File: src/rtl/z80_ld_pkg.sv
// z80_ld_pkg: state encoding and parameter limits shared by the LD (nn) transfer sequencer.
package z80_ld_pkg;

    // Sequencer phases: wait for a request, move bytes over the bus, signal completion.
    typedef enum logic [1:0] {
        IDLE = 2'd0,
        XFER = 2'd1,
        DONE = 2'd2
    } state_e;

    // Legal range for the MAX_BYTES parameter (LD A,(nn) up to a 32-bit transfer).
    localparam int MAX_BYTES_MIN = 1;
    localparam int MAX_BYTES_MAX = 4;

    // Width of the nbytes request field.
    localparam int NBYTES_W = 3;

    // A zero or oversized byte count is treated as the largest transfer the instance supports.
    function automatic logic [NBYTES_W-1:0] clamp_nbytes(
        input logic [NBYTES_W-1:0] nb,
        input logic [NBYTES_W-1:0] max_nb
    );
        if (nb == '0 || nb > max_nb) begin
            return max_nb;
        end
        return nb;
    endfunction

endpackage

File: src/rtl/z80_ld_ind_nn_seq.sv
// z80_ld_ind_nn_seq: byte-serial bus sequencer for the Z80 absolute-address
// loads and stores LD A,(nn) / LD rr,(nn) / LD (nn),rr. Bytes move little-endian
// from address nn upward, wrapping at the top of the address space.
module z80_ld_ind_nn_seq
    import z80_ld_pkg::*;
#(
    parameter int ADDR_W    = 16,
    parameter int MAX_BYTES = 2
) (
    input  logic                   clk,
    input  logic                   reset,
    input  logic                   start,
    input  logic                   store,
    input  logic [2:0]             nbytes,
    input  logic [ADDR_W-1:0]      nn,
    input  logic [8*MAX_BYTES-1:0] wdata,
    output logic                   mem_req,
    output logic                   mem_we,
    output logic [ADDR_W-1:0]      mem_addr,
    output logic [7:0]             mem_wdata,
    input  logic                   mem_ack,
    input  logic [7:0]             mem_rdata,
    output logic                   busy,
    output logic                   done,
    output logic [8*MAX_BYTES-1:0] rdata
);

    // Byte lanes are rounded up to a power of two so the byte index selects a lane exactly.
    localparam int IDX_W = (MAX_BYTES > 1) ? $clog2(MAX_BYTES) : 1;
    localparam int NLANE = 1 << IDX_W;
    localparam logic [NBYTES_W-1:0] MAX_NB = NBYTES_W'(MAX_BYTES);

    if (MAX_BYTES < MAX_BYTES_MIN || MAX_BYTES > MAX_BYTES_MAX) begin : g_bad_max_bytes
        $error("z80_ld_ind_nn_seq: MAX_BYTES must be within 1..4");
    end

    state_e                 state_q,     state_d;
    logic                   store_q,     store_d;
    logic [IDX_W-1:0]       last_q,      last_d;
    logic [IDX_W-1:0]       k_q,         k_d;
    logic [NLANE-1:0][7:0]  wdata_q,     wdata_d;
    logic [NLANE-1:0][7:0]  rdata_q,     rdata_d;
    logic                   mem_req_q,   mem_req_d;
    logic                   mem_we_q,    mem_we_d;
    logic [ADDR_W-1:0]      mem_addr_q,  mem_addr_d;
    logic [7:0]             mem_wdata_q, mem_wdata_d;
    logic                   busy_q,      busy_d;
    logic                   done_q,      done_d;

    logic [NBYTES_W-1:0]    nbytes_eff;
    logic [IDX_W-1:0]       k_next;

    // Next-state and next-output logic for the whole sequencer.
    always_comb begin
        // NOTE: every _d signal takes its held value first, so no branch can leave one
        // unassigned and infer a latch.
        state_d     = state_q;
        store_d     = store_q;
        last_d      = last_q;
        k_d         = k_q;
        wdata_d     = wdata_q;
        rdata_d     = rdata_q;
        mem_req_d   = mem_req_q;
        mem_we_d    = mem_we_q;
        mem_addr_d  = mem_addr_q;
        mem_wdata_d = mem_wdata_q;
        busy_d      = busy_q;
        done_d      = 1'b0;

        nbytes_eff  = clamp_nbytes(nbytes, MAX_NB);
        k_next      = k_q + IDX_W'(1);

        case (state_q)
            IDLE: begin
                if (start) begin
                    state_d              = XFER;
                    store_d              = store;
                    last_d               = IDX_W'(nbytes_eff - 3'd1);
                    k_d                  = '0;
                    wdata_d              = '0;
                    wdata_d[MAX_BYTES-1:0] = wdata;
                    rdata_d              = '0;
                    mem_req_d            = 1'b1;
                    mem_we_d             = store;
                    mem_addr_d           = nn;
                    mem_wdata_d          = store ? wdata[7:0] : 8'h00;
                    busy_d               = 1'b1;
                end
            end

            XFER: begin
                // The bus outputs are registers, so they simply hold through wait states.
                if (mem_ack) begin
                    if (!store_q) begin
                        rdata_d[k_q] = mem_rdata;
                    end
                    if (k_q == last_q) begin
                        state_d     = DONE;
                        mem_req_d   = 1'b0;
                        mem_we_d    = 1'b0;
                        mem_wdata_d = 8'h00;
                        done_d      = 1'b1;
                    end else begin
                        k_d         = k_next;
                        mem_addr_d  = mem_addr_q + ADDR_W'(1);
                        mem_wdata_d = store_q ? wdata_q[k_next] : 8'h00;
                    end
                end
            end

            DONE: begin
                state_d = IDLE;
                busy_d  = 1'b0;
            end

            default: begin
                state_d = IDLE;
            end
        endcase
    end

    // Control state, bus outputs and assembled load data, cleared by synchronous reset.
    always_ff @(posedge clk) begin
        // NOTE: sequential state uses non-blocking assignments so every flop samples
        // the values from before the edge.
        if (reset) begin
            state_q     <= IDLE;
            k_q         <= '0;
            rdata_q     <= '0;
            mem_req_q   <= 1'b0;
            mem_we_q    <= 1'b0;
            mem_addr_q  <= '0;
            mem_wdata_q <= 8'h00;
            busy_q      <= 1'b0;
            done_q      <= 1'b0;
        end else begin
            state_q     <= state_d;
            k_q         <= k_d;
            rdata_q     <= rdata_d;
            mem_req_q   <= mem_req_d;
            mem_we_q    <= mem_we_d;
            mem_addr_q  <= mem_addr_d;
            mem_wdata_q <= mem_wdata_d;
            busy_q      <= busy_d;
            done_q      <= done_d;
        end
    end

    // Request fields captured at start; only read while a transfer is in flight.
    always_ff @(posedge clk) begin
        // NOTE: these captured fields are deliberately left out of reset: they are
        // always reloaded on an accepted start before anything reads them.
        store_q <= store_d;
        last_q  <= last_d;
        wdata_q <= wdata_d;
    end

    assign mem_req   = mem_req_q;
    assign mem_we    = mem_we_q;
    assign mem_addr  = mem_addr_q;
    assign mem_wdata = mem_wdata_q;
    assign busy      = busy_q;
    assign done      = done_q;
    assign rdata     = rdata_q[MAX_BYTES-1:0];

endmodule

File: config.mk
export PLATFORM = sky130hd
export DESIGN_NAME = z80_ld_ind_nn_seq
export DESIGN_NICKNAME = d
export VERILOG_FILES = /design/src/rtl/z80_ld_pkg.sv /design/src/rtl/z80_ld_ind_nn_seq.sv
export SDC_FILE = /design/constraint.sdc
export NUM_CORES = 1
export LEC_CHECK = 0
export CAP_MARGIN = 20
export CORE_MARGIN = 1.5
export CORE_UTILIZATION = 46
export CTS_CLUSTER_SIZE = 28
export DETAILED_ROUTE_END_ITERATION = 7
export PLACE_DENSITY = 0.91
export REMOVE_ABC_BUFFERS = 1
export SLEW_MARGIN = 10
export SYNTH_ARGS = -nofsm -noshare
export SYNTH_HDL_FRONTEND = slang
export SYNTH_SLANG_ARGS = --single-unit
File: constraint.sdc
create_clock -name clk -period 4.1 [get_ports clk]
set_input_delay 0.615 -clock clk [delete_from_list [all_inputs] [get_ports clk]]
set_output_delay 0.615 -clock clk [all_outputs]
set_load 0.01 [all_outputs]
# Yosys cells after proc, flatten, opt, wreduce, memory -nomap -nowiden
# Cells that the tools add are included.
[op_classes]
bitwise = 2
muxes = 38
n_eq_ne = 8
add_sub_neg = 3
n_reduce_logical = 14
order_cmp = 4
[op_table]
columns = ["operator", "count"]
rows = [
  ["16-bit two-way mux", 6],
  ["8-bit two-way mux", 8],
  ["16-bit one-hot mux with 2 select lines", 2],
  ["16-bit by 1-bit adder with 16-bit output (second input constant)", 1],
  ["16-bit bitwise mux", 1],
  ["8-bit one-hot mux with 2 select lines", 1],
  ["4-bit AND reduction", 3],
  ["1-bit two-way mux", 11],
  ["2-bit != test (second input constant)", 5],
  ["8-bit demux with 1-bit select", 1],
  ["1-bit one-hot mux with 2 select lines", 4],
  ["2-bit two-way mux", 3],
  ["3-bit AND reduction", 2],
  ["1-bit by 2-bit < comparator with 1-bit output (second input constant)", 2],
  ["2-bit one-hot mux with 2 select lines", 1],
  ["2-bit AND reduction", 2],
  ["2-bit nonzero test", 2],
  ["3-bit by 2-bit > comparator with 1-bit output (second input constant)", 1],
  ["3-bit zero test", 1],
  ["3-bit OR reduction", 1],
  ["2-bit by 1-bit equality test with 1-bit output (second input constant)", 1],
  ["2-bit equality test (second input constant)", 1],
  ["2-bit zero test", 1],
  ["1-bit NOT", 2],
  ["other kinds (6)", 6],
]
[word_totals]
reg_bits = 65
output_inout_bits = 44

# Logic depth before layout (Yosys ltp)
[logic_depth]
depth_word = 8
depth_mapped = 7
ltp_nobuf = 5

# Least setup slack after synthesis
# No wires, ideal clock.
[synth_timing]
kind = "input-to-reg"
from = "in start"
to = "reg mem_addr_q[12], in the netlist mem_addr[12]"
path_buffers = 0
setup_slack_ns = 0.929
arrival_time_ns = 3.096
path_stages = 4
path_cell_list = "nor3b_1 > a31oi_1 > or4_1 > a31oi_1"
[synth_via]
elab_chain_cells = 2
[synth_rtl]
columns = ["item", "line_no", "source"]
rows = [
  ["from (decl)", "z80_ld_ind_nn_seq.sv:12", "input logic start,"],
  ["2-bit != test (no line)", "-", ""],
  ["4-bit AND reduction (no line)", "-", ""],
  ["to (signal assigned)", "z80_ld_ind_nn_seq.sv:142", "mem_addr_q <= mem_addr_d;"],
  ["to (decl)", "z80_ld_ind_nn_seq.sv:45", "logic [ADDR_W-1:0] mem_addr_q, mem_addr_d;"],
]
# Every way passes these cells.
# A chain may end at the register's enable or synchronous reset.

# Worst setup path in the final report
[layout_timing]
from = "reg k_q"
to = "reg mem_addr_q[12], in the netlist mem_addr[12]"
[layout_via]
elab_chain_cells = 3
[layout_rtl]
columns = ["item", "line_no", "source"]
rows = [
  ["from (decl)", "z80_ld_ind_nn_seq.sv:40", "logic [IDX_W-1:0] k_q, k_d;"],
  ["from (signal assigned)", "z80_ld_ind_nn_seq.sv:138", "k_q <= k_d;"],
  ["1-bit equality test", "z80_ld_ind_nn_seq.sv:97", "if (k_q == last_q) begin"],
  ["2-bit != test (no line)", "-", ""],
  ["4-bit AND reduction (no line)", "-", ""],
]
# Every way passes these cells.

==> flow_metrics.py <==
metrics = {
    "worst_setup_path": {
        "cp_max_fo": 16,
        "ff2ff_setup_slack_ns": 1.54,
        "cp.required_ns": 4.33,
        "cp-start-kind": "register",
        "critPathTopFamily": "flip-flops",
        "end_kind": "register",
        "r2r_start": "k_q",
        "crit_end": "mem_addr[12]",
        "crit_buf_inv": 0,
        "cp_slowest_cell": "dfxtp_1",
        "cp_common_cell": "a31oi_1",
        "crit_arrival_ns": 2.80,
        "r2r-end": "mem_addr[12]",
        "critical_path_depth": 4,
        "slowest_delay_ns": 0.86,
        "worstSetupStartpoint": "k_q",
        "crit_type": "register to register",
        "reg2reg_depth": 4,
        "crit_chain": "xor2_1 -> a31oi_1 -> or4_1 -> a31oi_1",
    },
    "grt": {
        "grt_pass1_wl_um": 12030,
        "grtUsageTotal_pct": 23.39,
        "grt_overflow_total": 0,
        "antenna_found_initial": 0,
        "grt_max_degree": 49,
        "grt_pass1_vias": 2609,
    },
    "pwr": {
        "ir_drop_mv": 0.3364,
        "seqPwrFrac_pct": 51.1,
        "p_leak_nw": 1.349,
        "p_comb_share_pct": 17.4,
        "clockPowerShare_pct": 31.5,
        "cell_internal_pwr_mw": 1.071,
        "p_sw_share_pct": 25.74,
        "p_switching_mw": 0.3714,
        "p_per_area_nw_per_um2": 362.4,
        "power.total_mw": 1.443,
    },
    "floorplanning": {
        "dieArea_um2": 6714,
        "rows": 28,
        "io_pins": 92,
        "core_um2": 5956,
        "die_h_um": 81.94,
        "initial_core_util_pct": 48.13,
        "dieWidth_um": 81.94,
    },
    "drt": {
        "viasPerCell": 5.803,
        "num_vias": 2681,
        "drt_first_pass_iters": 4,
        "ant_nets": 0,
        "drt_first_iter_violations": 232,
        "route.detailed.drc": 0,
        "wl_per_cell_um": 16.41,
        "postRouteWirelength_um": 7583,
    },
    "yosys": {
        "synth.distinct_cells": 46,
        "synthMuxAreaShare_pct": 2.794,
        "netlist_area_um2": 2866,
        "synthSimpleGateAreaFrac_pct": 20.03,
        "async_reset_ff_share_pct": 0,
        "ys_seq_area_share_pct": 51.68,
        "synth_area_leaders": "dfxtp_1 (33%), edfxtp_1 (19%), a22oi_1 (5.0%)",
        "synth_compound_area_share_pct": 21.21,
        "avgSynthCellArea_um2": 9.684,
        "synth_edf_count": 18,
        "synthCells": 296,
        "synth_seq_cells": 65,
        "synth_top_family_by_area": "compound AO/OA/AOI/OAI gates",
        "ys.flop_type": "dfxtp_1",
        "synth_top_cell_by_area": "dfxtp_1",
        "synth_fa_ha_area_share_pct": 0.4365,
        "synth-warning-count": 0,
        "synth-xor-area-share_pct": 0.6111,
        "synth_top_area_share_pct": 32.82,
    },
    "sta": {
        "hold_slack_ns": 0.5021,
        "grt_setup_unrepaired": "false",
        "worstMarginPinSlew_ns": 0.9790,
        "fin_crit_sh_pct": 62.50,
        "fmax_mhz": 390.3,
        "maxSlewHeadroom_pct": 34.43,
        "maxSlewViolCount": 0,
        "finalSetupTns_ns": 0,
        "clock-skew-final_ns": 0.005456,
        "hold_viol_final": 0,
        "fin_ws_ns": 1.538,
        "period_needed_ns": 2.562,
        "setup_violations": 0,
    },
    "min_path": {
        "hp-class": "register to register",
    },
    "cells_and_area": {
        "layout_common_cells": "clkdlybuf4s50_1 (90), dfxtp_1 (47), nor2_1 (38)",
        "utilization_pct": 66.85,
        "drive_gt1_share_pct": 6.460,
        "fin_nets": 431,
        "antenna_cells": 0,
        "syn_to_final_growth_pct": 38.89,
        "final_common_cell": "clkdlybuf4s50_1",
        "fillerInstances": 510,
    },
    "place": {
        "portBuffers": 91,
        "place_congestion": 0.8413,
        "dp_slack_ns": 1.308,
        "dpl.hpwl_um": 5113,
    },
    "cts": {
        "cts-htree-levels": 3,
        "cts_buffer_depth": 2,
        "worstSkewPairLatency_ns": 0.32,
        "clkSinkCount": 65,
        "cts_resized": 0,
        "ctsHoldBuffers": 0,
        "postCtsSetupRepairBufs": 0,
        "numCtsBuffers": 9,
        "clkTransAtPathRegs_ns": 0.06,
        "root_buffer": "clkbuf_8",
        "cts_tree": "done",
    },
    "run": {
        "cap_violations": 0,
    },
    "status": {
        "status": "finished, final reports clean",
    },
}
## power groups by stage
| stage | Sequential [mW] | Combinational (mW) | Clock, mW |
|---|---|---|---|
| global placement | 0.748 | 0.244 | 0 |
| detailed placement | 0.750 | 0.249 | 0 |
| global route | 0.742 | 0.274 | 0.500 |
| floorplan | 0.754 | 0.102 | 0 |
| finish | 0.738 | 0.251 | 0.454 |
| CTS | 0.737 | 0.251 | 0.464 |
## synth_stat cells (2+ instances only)
cell,number
o31a_1,2
nor2_1,38
dfxtp_1,47
nor3_1,7
or3_2,2
mux2i_1,8
inv_1,3
nand2b_1,3
edfxtp_1,18
a31oi_1,5
nor4_1,9
a22oi_1,19
nor2b_1,6
nor3b_1,2
buf_2,5
and2_1,6
a31o_2,2
a211oi_1,9
clkbuf_1,14
nand3_1,7
o21a_1,3
or4_1,3
nand2_1,12
o2bb2ai_1,3
o32ai_1,3
a21oi_1,16
o21ai_0,13
a2bb2oi_1,9
nand4_1,4
and3_1,2
## cell families after synthesis
group / Yosys count
fa+ha+maj: 1
simple gates: 109
buf+inv: 23
xor+xnor: 2
compound gates: 88
mux: 8
flops: 65
## layer usage
layer  track usage [%]  routed length (µm)  vias to the layer above
met5                 0                   0                        -
met4             7.627                  29                        0
met3             5.667                 509                        2
met2             38.77                3847                      106
met1             29.87                3196                     1286
li1                  -                   -                     1287
## cell type report
cell class | instances | area, µm² | share of cell area [%]
Sequential cell | 65 | 1481 | 37.21
Multi-Input combinational cell | 208 | 1297 | 32.59
Timing Repair Buffer | 95 | 935.9 | 23.51
Clock buffer | 15 | 156.4 | 3.928
Tap cell | 75 | 93.84 | 2.357
Inverter | 3 | 11.26 | 0.2828
Clock inverter | 1 | 5.005 | 0.1257
## metrics by stage
stage                     instance area (µm²)  cells
final                                    3981    462
after global routing                     3981    462
after CTS                                3974    461
after detailed placement                 3812    445
after global placement                   3812    445
after floorplan                          2785    276
## sequential cells by signal, indices dropped and copies added (netlist names)
name       flops
busy           1
done           1
k_q            1
last_q         1
mem_addr      16
mem_req        1
mem_wdata      8
mem_we         1
rdata         16
state_q        2
store_q        1
wdata_q       16
## worst reg2reg max path, cell delays in order, from the launching register on
cell,delay [ns]
dfxtp_1,0.86
xor2_1,0.44
a31oi_1,0.42
or4_1,0.59
a31oi_1,0.17
## how the worst min path moves through the flow
stage | start | end | cells after the start
4_1_cts | mem_we | mem_we | 2
2_1_floorplan | mem_we | mem_we | 2
3_5_place_dp | mem_req | mem_req | 1
3_3_place_gp | mem_we | mem_we | 2
6_report | mem_req | mem_req | 1
5_1_grt | mem_we | mem_we | 2
Note: power is estimated with default switching activity, not from simulation.
